--- src/rtl/fgseq_pkg.sv ---
// Shared types and entry layout for the FuncGen playlist sequencer.
// An entry is {wave_sel, amp_sel, cnt_load, duration}, MSB to LSB.
package fgseq_pkg;

    typedef enum logic [1:0] {
        IDLE = 2'd0,
        LOAD = 2'd1,
        HOLD = 2'd2
    } state_t;

    localparam int WAVE_W = 3;
    localparam int AMP_W  = 2;
    localparam int CNT_W  = 5;
    localparam int META_W = WAVE_W + AMP_W + CNT_W;

    localparam logic [CNT_W-1:0] CNT_LOAD_RST = 5'b11111;

    // Field offsets measured from the top of the duration field.
    localparam int CNT_OFS  = 0;
    localparam int AMP_OFS  = CNT_W;
    localparam int WAVE_OFS = CNT_W + AMP_W;

endpackage

--- src/rtl/fgseq_playlist_ram.sv ---
// Playlist storage: DEPTH x W register file, synchronous write,
// combinational read.
module fgseq_playlist_ram #(
    parameter int DEPTH = 8,
    parameter int AW    = 3,
    parameter int W     = 26
) (
    input  logic          clk,
    input  logic          we,
    input  logic [AW-1:0] waddr,
    input  logic [W-1:0]  wdata,
    input  logic [AW-1:0] raddr,
    output logic [W-1:0]  rdata
);

    logic [W-1:0] mem_q [DEPTH];

    // NOTE: storage is deliberately left out of reset; every entry is
    // written before use, and a reset here would cost a mux per bit.
    always_ff @(posedge clk) begin
        if (we) begin
            mem_q[waddr] <= wdata;
        end
    end

    assign rdata = mem_q[raddr];

endmodule

--- src/rtl/func_gen_sequencer.sv ---
// Playlist controller driving FuncGen's ld/cnt_load/wave_sel/amp_sel.
// Optional `FGSEQ_LOOP_EN enables replay of the playlist while loop=1.
module func_gen_sequencer
    import fgseq_pkg::*;
#(
    parameter int DEPTH = 8,
    parameter int AW    = 3,
    parameter int DUR_W = 16
) (
    input  logic                    clk,
    input  logic                    rst,
    input  logic                    wr_en,
    input  logic [AW-1:0]           wr_addr,
    input  logic [META_W+DUR_W-1:0] wr_data,
    input  logic [AW:0]             len,
    input  logic                    start,
    input  logic                    stop,
    input  logic                    loop,
    output logic                    ld,
    output logic [CNT_W-1:0]        cnt_load,
    output logic [WAVE_W-1:0]       wave_sel,
    output logic [AMP_W-1:0]        amp_sel,
    output logic [AW-1:0]           step,
    output logic                    busy,
    output logic                    done,
    output logic                    wr_reject
);

    localparam int EW = META_W + DUR_W;

    state_t             state_q, state_d;
    logic [DUR_W-1:0]   dur_cnt_q, dur_cnt_d;
    logic               fin_q, fin_d;
    logic               ld_q, ld_d;
    logic [CNT_W-1:0]   cnt_load_q, cnt_load_d;
    logic [WAVE_W-1:0]  wave_sel_q, wave_sel_d;
    logic [AMP_W-1:0]   amp_sel_q, amp_sel_d;
    logic [AW-1:0]      step_q, step_d;
    logic               busy_q, busy_d;
    logic               done_q, done_d;
    logic               wr_reject_q, wr_reject_d;

    logic [EW-1:0]      rd_entry;
    logic [DUR_W-1:0]   rd_dur;
    logic               last_step;

    fgseq_playlist_ram #(
        .DEPTH (DEPTH),
        .AW    (AW),
        .W     (EW)
    ) u_ram (
        .clk   (clk),
        .we    (wr_en && (state_q == IDLE)),
        .waddr (wr_addr),
        .wdata (wr_data),
        .raddr (step_q),
        .rdata (rd_entry)
    );

    assign rd_dur = rd_entry[DUR_W-1:0];

    // Compared as step+1 >= len so that a len lowered to 0 mid-play still ends.
    assign last_step = (({1'b0, step_q} + (AW+1)'(1)) >= len);

`ifndef FGSEQ_LOOP_EN
    logic loop_unused;
    assign loop_unused = loop;
`endif

    // NOTE: every *_d gets a default first so no path through the case
    // leaves a signal unassigned, which would infer a latch.
    always_comb begin
        state_d     = state_q;
        dur_cnt_d   = dur_cnt_q;
        fin_d       = 1'b0;
        ld_d        = 1'b0;
        cnt_load_d  = cnt_load_q;
        wave_sel_d  = wave_sel_q;
        amp_sel_d   = amp_sel_q;
        step_d      = step_q;
        done_d      = fin_q;
        wr_reject_d = wr_en && (state_q != IDLE);

        case (state_q)
            IDLE: begin
                if (start && (len != '0)) begin
                    step_d  = '0;
                    state_d = LOAD;
                end
            end
            LOAD: begin
                ld_d       = 1'b1;
                cnt_load_d = rd_entry[DUR_W+CNT_OFS  +: CNT_W];
                amp_sel_d  = rd_entry[DUR_W+AMP_OFS  +: AMP_W];
                wave_sel_d = rd_entry[DUR_W+WAVE_OFS +: WAVE_W];
                dur_cnt_d  = (rd_dur == '0) ? DUR_W'(1) : rd_dur;
                state_d    = HOLD;
            end
            HOLD: begin
                if (dur_cnt_q > DUR_W'(1)) begin
                    dur_cnt_d = dur_cnt_q - DUR_W'(1);
                end else if (!last_step) begin
                    step_d  = step_q + AW'(1);
                    state_d = LOAD;
                end else begin
`ifdef FGSEQ_LOOP_EN
                    if (loop) begin
                        step_d  = '0;
                        state_d = LOAD;
                    end else begin
                        fin_d   = 1'b1;
                        state_d = IDLE;
                    end
`else
                    fin_d   = 1'b1;
                    state_d = IDLE;
`endif
                end
            end
            default: state_d = IDLE;
        endcase

        // stop wins over start, expiry and a pending done.
        if (stop) begin
            state_d    = IDLE;
            dur_cnt_d  = dur_cnt_q;
            fin_d      = 1'b0;
            ld_d       = 1'b0;
            done_d     = 1'b0;
            cnt_load_d = cnt_load_q;
            wave_sel_d = wave_sel_q;
            amp_sel_d  = amp_sel_q;
            step_d     = step_q;
        end

        busy_d = (state_d != IDLE);
    end

    // NOTE: sequential state uses non-blocking assignments only, so every
    // flop samples the pre-edge value of every other flop.
    always_ff @(posedge clk) begin
        if (rst) begin
            state_q     <= IDLE;
            dur_cnt_q   <= '0;
            fin_q       <= 1'b0;
            ld_q        <= 1'b0;
            cnt_load_q  <= CNT_LOAD_RST;
            wave_sel_q  <= '0;
            amp_sel_q   <= '0;
            step_q      <= '0;
            busy_q      <= 1'b0;
            done_q      <= 1'b0;
            wr_reject_q <= 1'b0;
        end else begin
            state_q     <= state_d;
            dur_cnt_q   <= dur_cnt_d;
            fin_q       <= fin_d;
            ld_q        <= ld_d;
            cnt_load_q  <= cnt_load_d;
            wave_sel_q  <= wave_sel_d;
            amp_sel_q   <= amp_sel_d;
            step_q      <= step_d;
            busy_q      <= busy_d;
            done_q      <= done_d;
            wr_reject_q <= wr_reject_d;
        end
    end

    assign ld        = ld_q;
    assign cnt_load  = cnt_load_q;
    assign wave_sel  = wave_sel_q;
    assign amp_sel   = amp_sel_q;
    assign step      = step_q;
    assign busy      = busy_q;
    assign done      = done_q;
    assign wr_reject = wr_reject_q;

endmodule

--- config.mk ---
export PLATFORM = sky130hd
export DESIGN_NAME = func_gen_sequencer
export DESIGN_NICKNAME = d
export VERILOG_FILES = /design/src/rtl/fgseq_pkg.sv /design/src/rtl/fgseq_playlist_ram.sv /design/src/rtl/func_gen_sequencer.sv
export SDC_FILE = /design/constraint.sdc
export NUM_CORES = 1
export LEC_CHECK = 0
export ABC_AREA = 1
export CAP_MARGIN = 20
export CORE_ASPECT_RATIO = 1.1
export CORE_MARGIN = 1.5
export CORE_UTILIZATION = 40
export CTS_CLUSTER_SIZE = 24
export DETAILED_ROUTE_END_ITERATION = 8
export RECOVER_POWER = 25
export SLEW_MARGIN = 0
export SYNTH_ARGS = -nofsm -noshare
export SYNTH_HDL_FRONTEND = slang
export SYNTH_SLANG_ARGS = --single-unit
--- constraint.sdc ---
create_clock -name clk -period 6.3 [get_ports clk]
set_clock_uncertainty 0.15 [all_clocks]
set_input_delay 0.63 -clock clk [delete_from_list [all_inputs] [get_ports clk]]
set_output_delay 0.63 -clock clk [all_outputs]
set_load 0.005 [all_outputs]
## After elaboration in Yosys (flattened, before gate mapping)

Memory sizes are Yosys's and may differ from the RTL's. A register that Yosys moved wholly into a read port is not among the register bits.
Cells that the tools add are included.
W data, S select, Z words.

- Register bits after elaboration: 36
- Bits in writable memories: 208
- Bits of input ports: 39
- Output and inout port bits: 17
- Word-level logic and storage cells: 58
- Memories: 1

Memory list:

| memory | depth | bits a word | rd ports | clocked after memory_dff | wr ports | RTL line | text |
|---|---|---|---|---|---|---|---|
| u_ram.mem_q | 8 | 26 | 1 | 1 | 1 | fgseq_playlist_ram.sv:16 | `logic [W-1:0] mem_q [DEPTH];` |

- Add/subtract/negate cells: 3
- $lt $le $gt $ge: 2
- Equal/unequal tests: 6
- Multiplexer cells: 18
- Bitwise operators: 2
- Reduce and logical (&&, ||, !) cells: 15

Operators with widths:

| cell | count |
|---|---|
| $mux W16 | 2 |
| $pmux W16 S2 | 1 |
| $gt A16 B1 Y1 const B | 1 |
| $logic_not A16 Y1 | 1 |
| $sub A16 B1 Y16 const B | 1 |
| $mux W3 | 5 |
| $reduce_bool A2 Y1 | 4 |
| $mux W2 | 3 |
| $ne A2 B2 Y1 const B | 3 |
| $pmux W2 S3 | 1 |
| $pmux W3 S2 | 1 |
| $mux W1 | 5 |
| $reduce_and A5 Y1 | 1 |
| $add A3 B1 Y4 const B | 1 |
| $ge A4 B4 Y1 | 1 |
| $reduce_bool A4 Y1 | 1 |
| $reduce_or A4 Y1 | 1 |
| $add A3 B1 Y3 const B | 1 |
| $logic_and A1 B1 Y1 | 3 |
| $reduce_and A3 Y1 | 1 |
| $eq A2 B1 Y1 const B | 1 |
| $eq A2 B2 Y1 const B | 1 |
| $logic_not A2 Y1 | 1 |
| $ne A2 B1 Y1 const B | 1 |
| 3 further kinds | 4 |

## Logic depth before layout (Yosys ltp)

Gate-level depths: netlist (run 1).

- Depth in word-level cells: 7
- Gate-level depth with buffers: 16

## By module

Synthesis (run 1) repeated with hierarchy kept, for this count alone.

- Cell total of the unflattened synthesis: 1259
- Area, all modules: 11312.1 sq um

Modules (own cells, without submodules):

| module | instances | cells an instance | area each (sq um) |
|---|---|---|---|
| fgseq_playlist_ram | 1 | 917 | 9130.0 |
| func_gen_sequencer | 1 | 342 | 2182.1 |

## Least setup slack after synthesis (run 1)

No wires, ideal clock.

- Kind: input port to flip-flop
- From: input port wr_addr[0]
- To: memory u_ram.mem_q[0][0] (enable)
- Library setup time: 0.409 ns
- Arrival: 1.955 ns
- Path slack: 3.786 ns
- Stages: 2
- Path buffers: 0
- Cells stage by stage: nand3b_1 nor2_1

RTL lines:

| item | RTL line | text |
|---|---|---|
| start, declared | func_gen_sequencer.sv:13 | `input logic [AW-1:0] wr_addr,` |
| end, declared | fgseq_playlist_ram.sv:16 |  |

No word-level cell before the write port.

==> flow_summary.html, run 1 <==
<table>
<tr><th>Metric</th><th>Value</th></tr>
<tr><th colspan="2">STA</th></tr>
<tr><td>Final setup TNS</td><td>0 ns</td></tr>
<tr><td>Final setup violation count</td><td>0</td></tr>
<tr><td>Final worst path period share</td><td>0.429</td></tr>
<tr><td>Worst slew pin tran</td><td>roughly 1.1 ns</td></tr>
<tr><td>Setup ws final</td><td>roughly 3.6 ns</td></tr>
<tr><td>Highest clock frequency the design can meet</td><td>0.370 GHz</td></tr>
<tr><td>Clock period minus worst slack</td><td>2.70 ns</td></tr>
<tr><td>Final Hold Violating Endpoints</td><td>0</td></tr>
<tr><td>Unrepaired setup endpoints after global routing</td><td>false</td></tr>
<tr><td>Worst Hold Margin</td><td>~0.26 ns</td></tr>
<tr><td>Pins Over Slew Limit</td><td>0</td></tr>
<tr><td>Max_slew headroom</td><td>0.283</td></tr>
<tr><th colspan="2">Final layout</th></tr>
<tr><td>Final standard cell utilization of the core</td><td>0.475</td></tr>
<tr><td>Most frequent standard cell in the layout excluding fill and tap cells</td><td>sky130_fd_sc_hd__nand2_1</td></tr>
<tr><td>Layout cell share with drive strength beyond 1</td><td>0.0585</td></tr>
<tr><td>Ant diodes</td><td>0</td></tr>
<tr><td>Design Area, Final</td><td>12400 sq um</td></tr>
<tr><td>Number of nets in the final layout</td><td>between 1000 and 1500</td></tr>
<tr><td>Synth-to-Final Area Change</td><td>16.7%</td></tr>
<tr><td>Leading cell types in the layout, fill and taps excluded</td><td>sky130_fd_sc_hd__nand2_1, sky130_fd_sc_hd__edfxtp_1, sky130_fd_sc_hd__inv_1</td></tr>
<tr><th colspan="2">Pwr</th></tr>
<tr><td>Static leakage power</td><td>between 4 and 5 nW</td></tr>
<tr><td>Power per unit of standard cell area</td><td>304 nW/um^2</td></tr>
<tr><td>Worst IR Drop VDD</td><td>between 150 and 200 uV</td></tr>
<tr><th colspan="2">Yosys</th></tr>
<tr><td>Cell accounting for the most synthesized area</td><td>sky130_fd_sc_hd__edfxtp_1</td></tr>
<tr><td>Seq/Total Area, Yosys</td><td>0.660</td></tr>
<tr><td>Area share of the largest cell type after synthesis</td><td>0.587</td></tr>
<tr><td>Post-synth design cell area</td><td>between 10000 and 15000 sq um</td></tr>
<tr><td>YS warnings</td><td>0</td></tr>
<tr><td>Post-synth EDFFs</td><td>around 210</td></tr>
<tr><td>Top cells by area in the synthesized netlist</td><td>sky130_fd_sc_hd__edfxtp_1, sky130_fd_sc_hd__nand2_1, sky130_fd_sc_hd__dfxtp_1</td></tr>
<tr><td>Count of cell types in the netlist</td><td>39</td></tr>
<tr><td>Post-synth ARST share</td><td>0</td></tr>
<tr><td>Mean post-synth cell area</td><td>between 10 and 15 sq um</td></tr>
<tr><td>Synthesized Nets</td><td>about 1100</td></tr>
<tr><td>Cells after Synth</td><td>between 1000 and 1500</td></tr>
<tr><td>Flip-flop and latch count after synthesis</td><td>247</td></tr>
<tr><td>Dominant register cell in the synthesized netlist</td><td>sky130_fd_sc_hd__edfxtp_1</td></tr>
<tr><th colspan="2">Global route</th></tr>
<tr><td>Gr usage total</td><td>0.177</td></tr>
<tr><td>Antenna violations before repair</td><td>0</td></tr>
<tr><td>Maximum number of pins on one net before global-route repair</td><td>105</td></tr>
<tr><td>First-pass GRT wire length</td><td>between 30000 and 40000 um</td></tr>
<tr><td>Total overflow reported by the global router</td><td>0</td></tr>
<tr><td>Vias in the first global route</td><td>6953</td></tr>
<tr><th colspan="2">Clock tree</th></tr>
<tr><td>Clock latency on the worst-skew pair</td><td>~0.53 ns</td></tr>
<tr><td>Cts-stage hold buffer count</td><td>0</td></tr>
<tr><td>H-tree levels</td><td>1</td></tr>
<tr><td>Worst-case clock buffer depth</td><td>3</td></tr>
<tr><td>Clock edge transition at the registers on the reported setup and hold paths</td><td>approximately 0.060 ns</td></tr>
<tr><td>Setup Buffers After CTS</td><td>0</td></tr>
<tr><td>Clock buffers created by TritonCTS</td><td>25</td></tr>
<tr><td>Post-CTS sizing</td><td>0</td></tr>
<tr><td>TritonCTS clock tree</td><td>done</td></tr>
<tr><td>Clock sink total</td><td>about 250</td></tr>
<tr><td>Root cell of the clock tree</td><td>sky130_fd_sc_hd__clkbuf_16</td></tr>
<tr><th colspan="2">Status</th></tr>
<tr><td>Outcome</td><td>completed</td></tr>
<tr><th colspan="2">Detailed routing</th></tr>
<tr><td>DRC violations left</td><td>0</td></tr>
<tr><td>Vias per std cell</td><td>approximately 4.9</td></tr>
<tr><td>DR iter-0 viols</td><td>514</td></tr>
<tr><td>Routed via count</td><td>roughly 7200</td></tr>
<tr><td>Total wire length</td><td>approximately 23000 um</td></tr>
<tr><td>Routed wire per std cell</td><td>between 15 and 20 um</td></tr>
<tr><td>Number of iterations in the first detailed-routing pass</td><td>5</td></tr>
<tr><td>Count of antenna-violating nets left after detailed routing</td><td>0</td></tr>
<tr><th colspan="2">Floorplanning</th></tr>
<tr><td>Core region area</td><td>26100 sq um</td></tr>
<tr><td>Initial cell density of the core</td><td>0.407</td></tr>
<tr><td>Ports placed on the boundary</td><td>56</td></tr>
<tr><td>Chip height</td><td>174 um</td></tr>
<tr><td>Overall die area</td><td>~28000 sq um</td></tr>
<tr><td>Floorplan die width</td><td>about 160 um</td></tr>
<tr><td>Cell row count</td><td>62</td></tr>
<tr><th colspan="2">Critical path</th></tr>
<tr><td>Worst EP required</td><td>roughly 6.6 ns</td></tr>
<tr><td>Crit Path Max Fanout</td><td>55</td></tr>
<tr><td>WS Path Type</td><td>flop to flop</td></tr>
<tr><td>Kind of launch point of the worst setup path</td><td>flop</td></tr>
<tr><td>Cell mode on critical path</td><td>sky130_fd_sc_hd__nand2_1</td></tr>
<tr><td>Setup crit end kind</td><td>flop</td></tr>
<tr><td>Worst EP arrival</td><td>3.01 ns</td></tr>
<tr><td>Slowest cell on the critical path</td><td>sky130_fd_sc_hd__dfxtp_4</td></tr>
<tr><td>Max incr delay on CP</td><td>0.71 ns</td></tr>
<tr><td>Worst reg2reg path depth</td><td>13</td></tr>
<tr><td>Minimum setup slack among reg-to-reg paths</td><td>3.60 ns</td></tr>
<tr><td>Critical path cell sequence</td><td>buf_4 &gt; nand2_1 &gt; nand3_1 &gt; nand2_1 &gt; nand2_1 &gt; nand2_1 &gt; nor2_1 &gt; nand2_1 &gt; nor2_1 &gt; nand2_1 &gt; nand2_1 &gt; nand2_1 &gt; a21oi_2</td></tr>
<tr><td>Critical register-to-register path endpoint</td><td>dur_cnt_q[0]$_SDFFE_PP0P_</td></tr>
<tr><th colspan="2">Place</th></tr>
<tr><td>PortBufs</td><td>54</td></tr>
<tr><td>Last weighted congestion value of the routability-driven placer</td><td>between 0.8 and 0.9</td></tr>
<tr><td>Setup Slack @ Placement</td><td>3.10 ns</td></tr>
<tr><td>Post-detailed-placement half-perimeter wirelength</td><td>roughly 12000 um</td></tr>
<tr><td>Total cell area at the placement stage</td><td>between 10000 and 15000 sq um</td></tr>
<tr><th colspan="2">Worst hold path</th></tr>
<tr><td>Worst Hold Depth</td><td>2</td></tr>
<tr><td>Worst Min Path Start</td><td>fin_q$_SDFF_PP0_</td></tr>
<tr><td>Type of the most critical hold path</td><td>flop to flop</td></tr>
<tr><td>Endpoint with the worst hold slack</td><td>done$_SDFF_PP0_</td></tr>
<tr><th colspan="2">Run</th></tr>
<tr><td>Maxcap violations</td><td>0</td></tr>
</table>
final cells by class:
cell class / instances / area, sq um
Multi-Input combinational cell: 635 / 2960
Clock buffer: 33 / 686
Timing Repair Buffer: 62 / 653
Tap cell: 352 / 440
Sequential cell: 247 / 7030
Inverter: 122 / 460
Clock inverter: 13 / 193
Fill cell: 2371 / 13700
power by group:
group | leakage [nW] | switching (mW) | internal (mW) | total [mW]
clock network | 0.427 | 0.600 | 0.969 | 1.57
registers | 2.21 | 0.0232 | 1.81 | 1.84
logic | 2.32 | 0.244 | 0.121 | 0.365
per-stage QoR:
stage                     instances  power, mW
after floorplan                1052       2.10
after global placement         1415       2.23
after detailed placement       1415       2.24
after CTS                      1461       3.80
after global routing           1464       3.91
final                          1464       3.77
cell usage after synthesis (all sizes together) (8+ instances only):
cell	count
a211oi	8
a21oi	28
buf	26
clkbuf	22
dfxtp	39
edfxtp	208
ha	11
inv	121
nand2	298
nand3	50
nor2	108
o211ai	8
o21ai	80
o22ai	16
critical path: cells and delay by family (launching register included):
family          cells  cell delay [ns]
simple gates       11             1.00
flops               1             0.71
buf+inv             1             0.64
compound gates      1             0.10
routing by layer:
layer | global-route usage | vias up | share of wire
met1 | 0.235 | 3395 | 0.45
met5 | 0 | - | 0
met4 | 0.0541 | 0 | 0.022
met3 | 0.0222 | 37 | 0.044
met2 | 0.301 | 163 | 0.48
li1 | - | 3584 | -
sequential cells by signal (all words and copies together) (netlist names), named ones only:
signal / count
wave_sel: 3
dur_cnt_q: 16
busy: 1
wr_reject: 1
fin_q: 1
cnt_load: 5
done: 1
step: 3
state_q: 2
ld: 1
u_ram.mem_q: 208
amp_sel: 2
kinds of logic (layout without fill, tap and decap cells):
kind of cell,Yosys count,count (layout),share of synthesized area
and+or+nand+nor,469,469,0.176
DFF,247,247,0.660
buffers and inverters,170,230,0.0677
AOI/OAI and AO/OA,152,152,0.0811
adders and majority gates,11,11,0.0129
xor gates and xnor gates,3,3,0.00247
worst max path at each step:
stage,from,slack [ns],to
2_1_floorplan,wr_addr[0],3.79,u_ram.mem_q[0][0]$_DFFE_PP_
3_3_place_gp,rst,3.15,dur_cnt_q[10]$_SDFFE_PP0P_
3_5_place_dp,rst,3.10,dur_cnt_q[9]$_SDFFE_PP0P_
4_1_cts,flop,3.54,dur_cnt_q[0]$_SDFFE_PP0P_
5_1_grt,flop,3.32,dur_cnt_q[0]$_SDFFE_PP0P_
6_report,flop,3.60,dur_cnt_q[0]$_SDFFE_PP0P_
Power figures use the tool's default switching activity.
==> inputs of run 2 (changes only) <==
- clock period: 6.3 -> 2.6 ns (I/O delays scaled with it)
==> flow_summary.html, run 2 (synthesis gave the netlist of run 1 again) <==
<table>
<tr><th>Metric</th><th>Value</th></tr>
<tr><th colspan="2">STA</th></tr>
<tr><td>Highest clock frequency the design can meet</td><td>0.458 GHz (+24%)</td></tr>
<tr><td>Unrepaired setup endpoints after global routing</td><td>false</td></tr>
<tr><td>Final setup violation count</td><td>0 (unchanged)</td></tr>
<tr><td>Final worst path period share</td><td>0.840 (+0.411)</td></tr>
<tr><td>Setup ws final</td><td>0.417 ns (-3.18 ns)</td></tr>
<tr><td>Pins Over Slew Limit</td><td>0 (unchanged)</td></tr>
<tr><td>Clock period minus worst slack</td><td>2.18 ns (-0.518 ns)</td></tr>
<tr><td>Final setup TNS</td><td>0 ns (unchanged)</td></tr>
<tr><td>Worst slew pin tran</td><td>0.501 ns (-0.573 ns)</td></tr>
<tr><td>Max_slew headroom</td><td>0.666 (+0.384)</td></tr>
<tr><td>Final Hold Violating Endpoints</td><td>0 (unchanged)</td></tr>
<tr><th colspan="2">Floorplanning</th></tr>
<tr><td>Chip height</td><td>174 um (unchanged)</td></tr>
<tr><td>Ports placed on the boundary</td><td>56 (unchanged)</td></tr>
<tr><td>Core region area</td><td>26100 sq um (unchanged)</td></tr>
<tr><td>Overall die area</td><td>27600 sq um (unchanged)</td></tr>
<tr><td>Floorplan die width</td><td>159 um (unchanged)</td></tr>
<tr><td>Initial cell density of the core</td><td>0.407 (unchanged)</td></tr>
<tr><td>Cell row count</td><td>62 (unchanged)</td></tr>
<tr><th colspan="2">Clock tree</th></tr>
<tr><td>Clock buffers created by TritonCTS</td><td>25 (unchanged)</td></tr>
<tr><td>Cts-stage hold buffer count</td><td>0 (unchanged)</td></tr>
<tr><td>Clock edge transition at the registers on the reported setup and hold paths</td><td>0.06 ns (about the same)</td></tr>
<tr><td>Worst-case clock buffer depth</td><td>3 (unchanged)</td></tr>
<tr><td>Post-CTS sizing</td><td>0 (unchanged)</td></tr>
<tr><td>H-tree levels</td><td>1 (unchanged)</td></tr>
<tr><td>Clock latency on the worst-skew pair</td><td>0.52 ns (about the same)</td></tr>
<tr><td>Clock sink total</td><td>247 (unchanged)</td></tr>
<tr><td>TritonCTS clock tree</td><td>done</td></tr>
<tr><td>Setup Buffers After CTS</td><td>0 (unchanged)</td></tr>
<tr><td>Root cell of the clock tree</td><td>sky130_fd_sc_hd__clkbuf_16</td></tr>
<tr><th colspan="2">Pwr</th></tr>
<tr><td>Net switching share of the total power</td><td>0.236 (+0.00590)</td></tr>
<tr><td>Total power after layout</td><td>8.87 mW (+140%)</td></tr>
<tr><td>Power per unit of standard cell area</td><td>706 nW/um^2 (+130%)</td></tr>
<tr><td>Sequential cell fraction of total power</td><td>0.500 (+0.013)</td></tr>
<tr><td>Static leakage power</td><td>5.04 nW (+1.7%)</td></tr>
<tr><td>Proportion of power drawn by the clock network</td><td>0.395 (-0.021)</td></tr>
<tr><td>Switching pwr</td><td>2.09 mW (+140%)</td></tr>
<tr><td>Worst IR Drop VDD</td><td>396 uV (+150%)</td></tr>
<tr><td>Internal power contribution</td><td>6.78 mW (+130%)</td></tr>
<tr><td>Fraction of power consumed by combinational cells</td><td>0.106 (+0.009)</td></tr>
<tr><th colspan="2">Worst hold path</th></tr>
<tr><td>Worst Min Path Start</td><td>wr_en</td></tr>
<tr><td>Endpoint with the worst hold slack</td><td>wr_reject$_SDFF_PP0_</td></tr>
<tr><td>Worst Hold Depth</td><td>3 (+1)</td></tr>
<tr><td>Type of the most critical hold path</td><td>input pin to flop</td></tr>
<tr><th colspan="2">Critical path</th></tr>
<tr><td>Worst reg2reg path depth</td><td>13 (unchanged)</td></tr>
<tr><td>Cell type group with the largest total delay on the critical path</td><td>simple AND/OR/NAND/NOR gates</td></tr>
<tr><td>Startpoint of the lowest-slack register-to-register path</td><td>step[0]$_SDFFE_PP0P_</td></tr>
<tr><td>Critical path cell sequence</td><td>ha_1 &gt; ha_1 &gt; inv_1 &gt; a21oi_1 &gt; o21a_1 &gt; o21ai_0 &gt; nand2_1 &gt; nand2_1 &gt; nand2_1 &gt; nor2_4 &gt; nand2_1 &gt; nand2_1 &gt; nor2_1</td></tr>
<tr><td>WS Path Type</td><td>flop to flop</td></tr>
<tr><td>Kind of launch point of the worst setup path</td><td>flop</td></tr>
<tr><td>Cell mode on critical path</td><td>sky130_fd_sc_hd__nand2_1</td></tr>
<tr><td>Worst EP required</td><td>2.85 ns (-3.76 ns)</td></tr>
<tr><td>Bufs and invs on worst path</td><td>1 (unchanged)</td></tr>
<tr><td>Crit Path Max Fanout</td><td>6 (-89%)</td></tr>
<tr><td>Setup crit end kind</td><td>flop</td></tr>
<tr><td>Worst EP arrival</td><td>2.43 ns (-0.58 ns)</td></tr>
<tr><td>Slowest cell on the critical path</td><td>sky130_fd_sc_hd__dfxtp_1</td></tr>
<tr><td>Max incr delay on CP</td><td>0.42 ns (-0.29 ns)</td></tr>
<tr><td>Minimum setup slack among reg-to-reg paths</td><td>0.42 ns (-3.18 ns)</td></tr>
<tr><th colspan="2">Global route</th></tr>
<tr><td>Maximum number of pins on one net before global-route repair</td><td>59 (-44%)</td></tr>
<tr><td>Gr usage total</td><td>0.178 (+0.000558)</td></tr>
<tr><td>First-pass GRT wire length</td><td>37500 um (+0.59%)</td></tr>
<tr><td>Total overflow reported by the global router</td><td>0 (unchanged)</td></tr>
<tr><td>Antenna violations before repair</td><td>0 (unchanged)</td></tr>
<tr><td>Vias in the first global route</td><td>6911 (-0.60%)</td></tr>
<tr><th colspan="2">Detailed routing</th></tr>
<tr><td>DR iter-0 viols</td><td>577 (+12%)</td></tr>
<tr><td>Vias per std cell</td><td>4.86 (-0.98%)</td></tr>
<tr><td>Routed via count</td><td>7225 (+0.64%)</td></tr>
<tr><td>DRC violations left</td><td>0 (unchanged)</td></tr>
<tr><td>Total wire length</td><td>23800 um (+1.9%)</td></tr>
<tr><td>Routed wire per std cell</td><td>16.0 um (+0.21%)</td></tr>
<tr><td>Number of iterations in the first detailed-routing pass</td><td>6 (+1)</td></tr>
<tr><td>Count of antenna-violating nets left after detailed routing</td><td>0 (unchanged)</td></tr>
<tr><th colspan="2">Place</th></tr>
<tr><td>Last weighted congestion value of the routability-driven placer</td><td>0.821 (+1.7%)</td></tr>
<tr><td>Post-detailed-placement half-perimeter wirelength</td><td>13800 um (+12%)</td></tr>
<tr><td>Setup Slack @ Placement</td><td>0.336 ns (-2.77 ns)</td></tr>
<tr><td>PortBufs</td><td>54 (unchanged)</td></tr>
<tr><th colspan="2">Final layout</th></tr>
<tr><td>Leading cell types in the layout, fill and taps excluded</td><td>sky130_fd_sc_hd__nand2_1, sky130_fd_sc_hd__edfxtp_1, sky130_fd_sc_hd__inv_1</td></tr>
<tr><td>Layout cell share with drive strength beyond 1</td><td>0.0766 (+0.0181)</td></tr>
<tr><td>Most frequent standard cell in the layout excluding fill and tap cells</td><td>sky130_fd_sc_hd__nand2_1</td></tr>
<tr><td>Number of nets in the final layout</td><td>1167 (+2.1%)</td></tr>
<tr><td>Register name with the most flops</td><td>u_ram.mem_q</td></tr>
<tr><td>Flip-flop count of the largest register, all copies and words added</td><td>208 (unchanged)</td></tr>
<tr><td>Ant diodes</td><td>0 (unchanged)</td></tr>
<tr><td>Area taken by flip-flops and latches</td><td>7030 sq um (unchanged)</td></tr>
<tr><td>Multi-input combinational cell area</td><td>2960 sq um (unchanged)</td></tr>
<tr><td>Number of inserted filler cells in the final layout</td><td>2366 (-0.21%)</td></tr>
<tr><td>Synth-to-Final Area Change</td><td>18.0%</td></tr>
<tr><th colspan="2">Status</th></tr>
<tr><td>Outcome</td><td>completed</td></tr>
<tr><th colspan="2">Run</th></tr>
<tr><td>Maxcap violations</td><td>0 (unchanged)</td></tr>
</table>
-- run 2: final cells by class --
class,count,share of cell area
multi-input cells,635,0.235
well taps,352,0.0351
repair buffers,86,0.0691
clock buffers,31,0.0516
inverters,122,0.0367
clock inverters,15,0.0123
flip-flops and latches,247,0.560
-- run 2: through the flow --
step | utilization | area, sq um | std cells | hold WS, ns
after CTS | 0.480 | 12600 | 1488 | 0.174
after detailed placement | 0.450 | 11800 | 1442 | 0.251
after global routing | 0.480 | 12600 | 1488 | 0.217
final | 0.480 | 12600 | 1488 | 0.200
after global placement | 0.450 | 11800 | 1442 | 0.251
after floorplan | - | 10600 | 1052 | 0.209
-- run 2: worst max path at each step --
| stage | from | endpoint | cells after the start |
|---|---|---|---|
| 6_report | step[0]$_SDFFE_PP0P_ | flop | 13 |
| 5_1_grt | step[0]$_SDFFE_PP0P_ | flop | 12 |
| 2_1_floorplan | state_q[0]$_SDFF_PP0_ | u_ram.mem_q[0][0]$_DFFE_PP_ | 4 |
| 3_3_place_gp | len[1] | flop | 14 |
| 3_5_place_dp | len[1] | flop | 14 |
| 4_1_cts | step[0]$_SDFFE_PP0P_ | flop | 13 |
-- run 2: per-layer routing --
| metal | GRT usage | vias up | wire length, um |
|---|---|---|---|
| li1 | - | 3626 | - |
| met1 | 0.247 | 3388 | 11100 |
| met2 | 0.286 | 170 | 11000 |
| met3 | 0.0277 | 41 | 1240 |
| met4 | 0.0526 | 0 | 549 |
| met5 | 0 | - | 0 |
-- run 2: power by group through the flow --
stage,Clock [mW],Sequential [mW],Combinational (mW)
6_report,3.50,4.43,0.939
3_5_place_dp,0,4.52,0.943
4_1_cts,3.57,4.43,0.948
2_1_floorplan,0,4.51,0.592
3_3_place_gp,0,4.51,0.936
5_1_grt,3.73,4.44,1.06
-- run 2: worst register-to-register path: cells and delay by family, from the launching register on --
kind | cells | cell delay, ns
AOI/OAI and AO/OA | 3 | 0.33
adders and majority gates | 2 | 0.55
buffers and inverters | 1 | 0.05
DFF | 1 | 0.42
and+or+nand+nor | 7 | 0.57
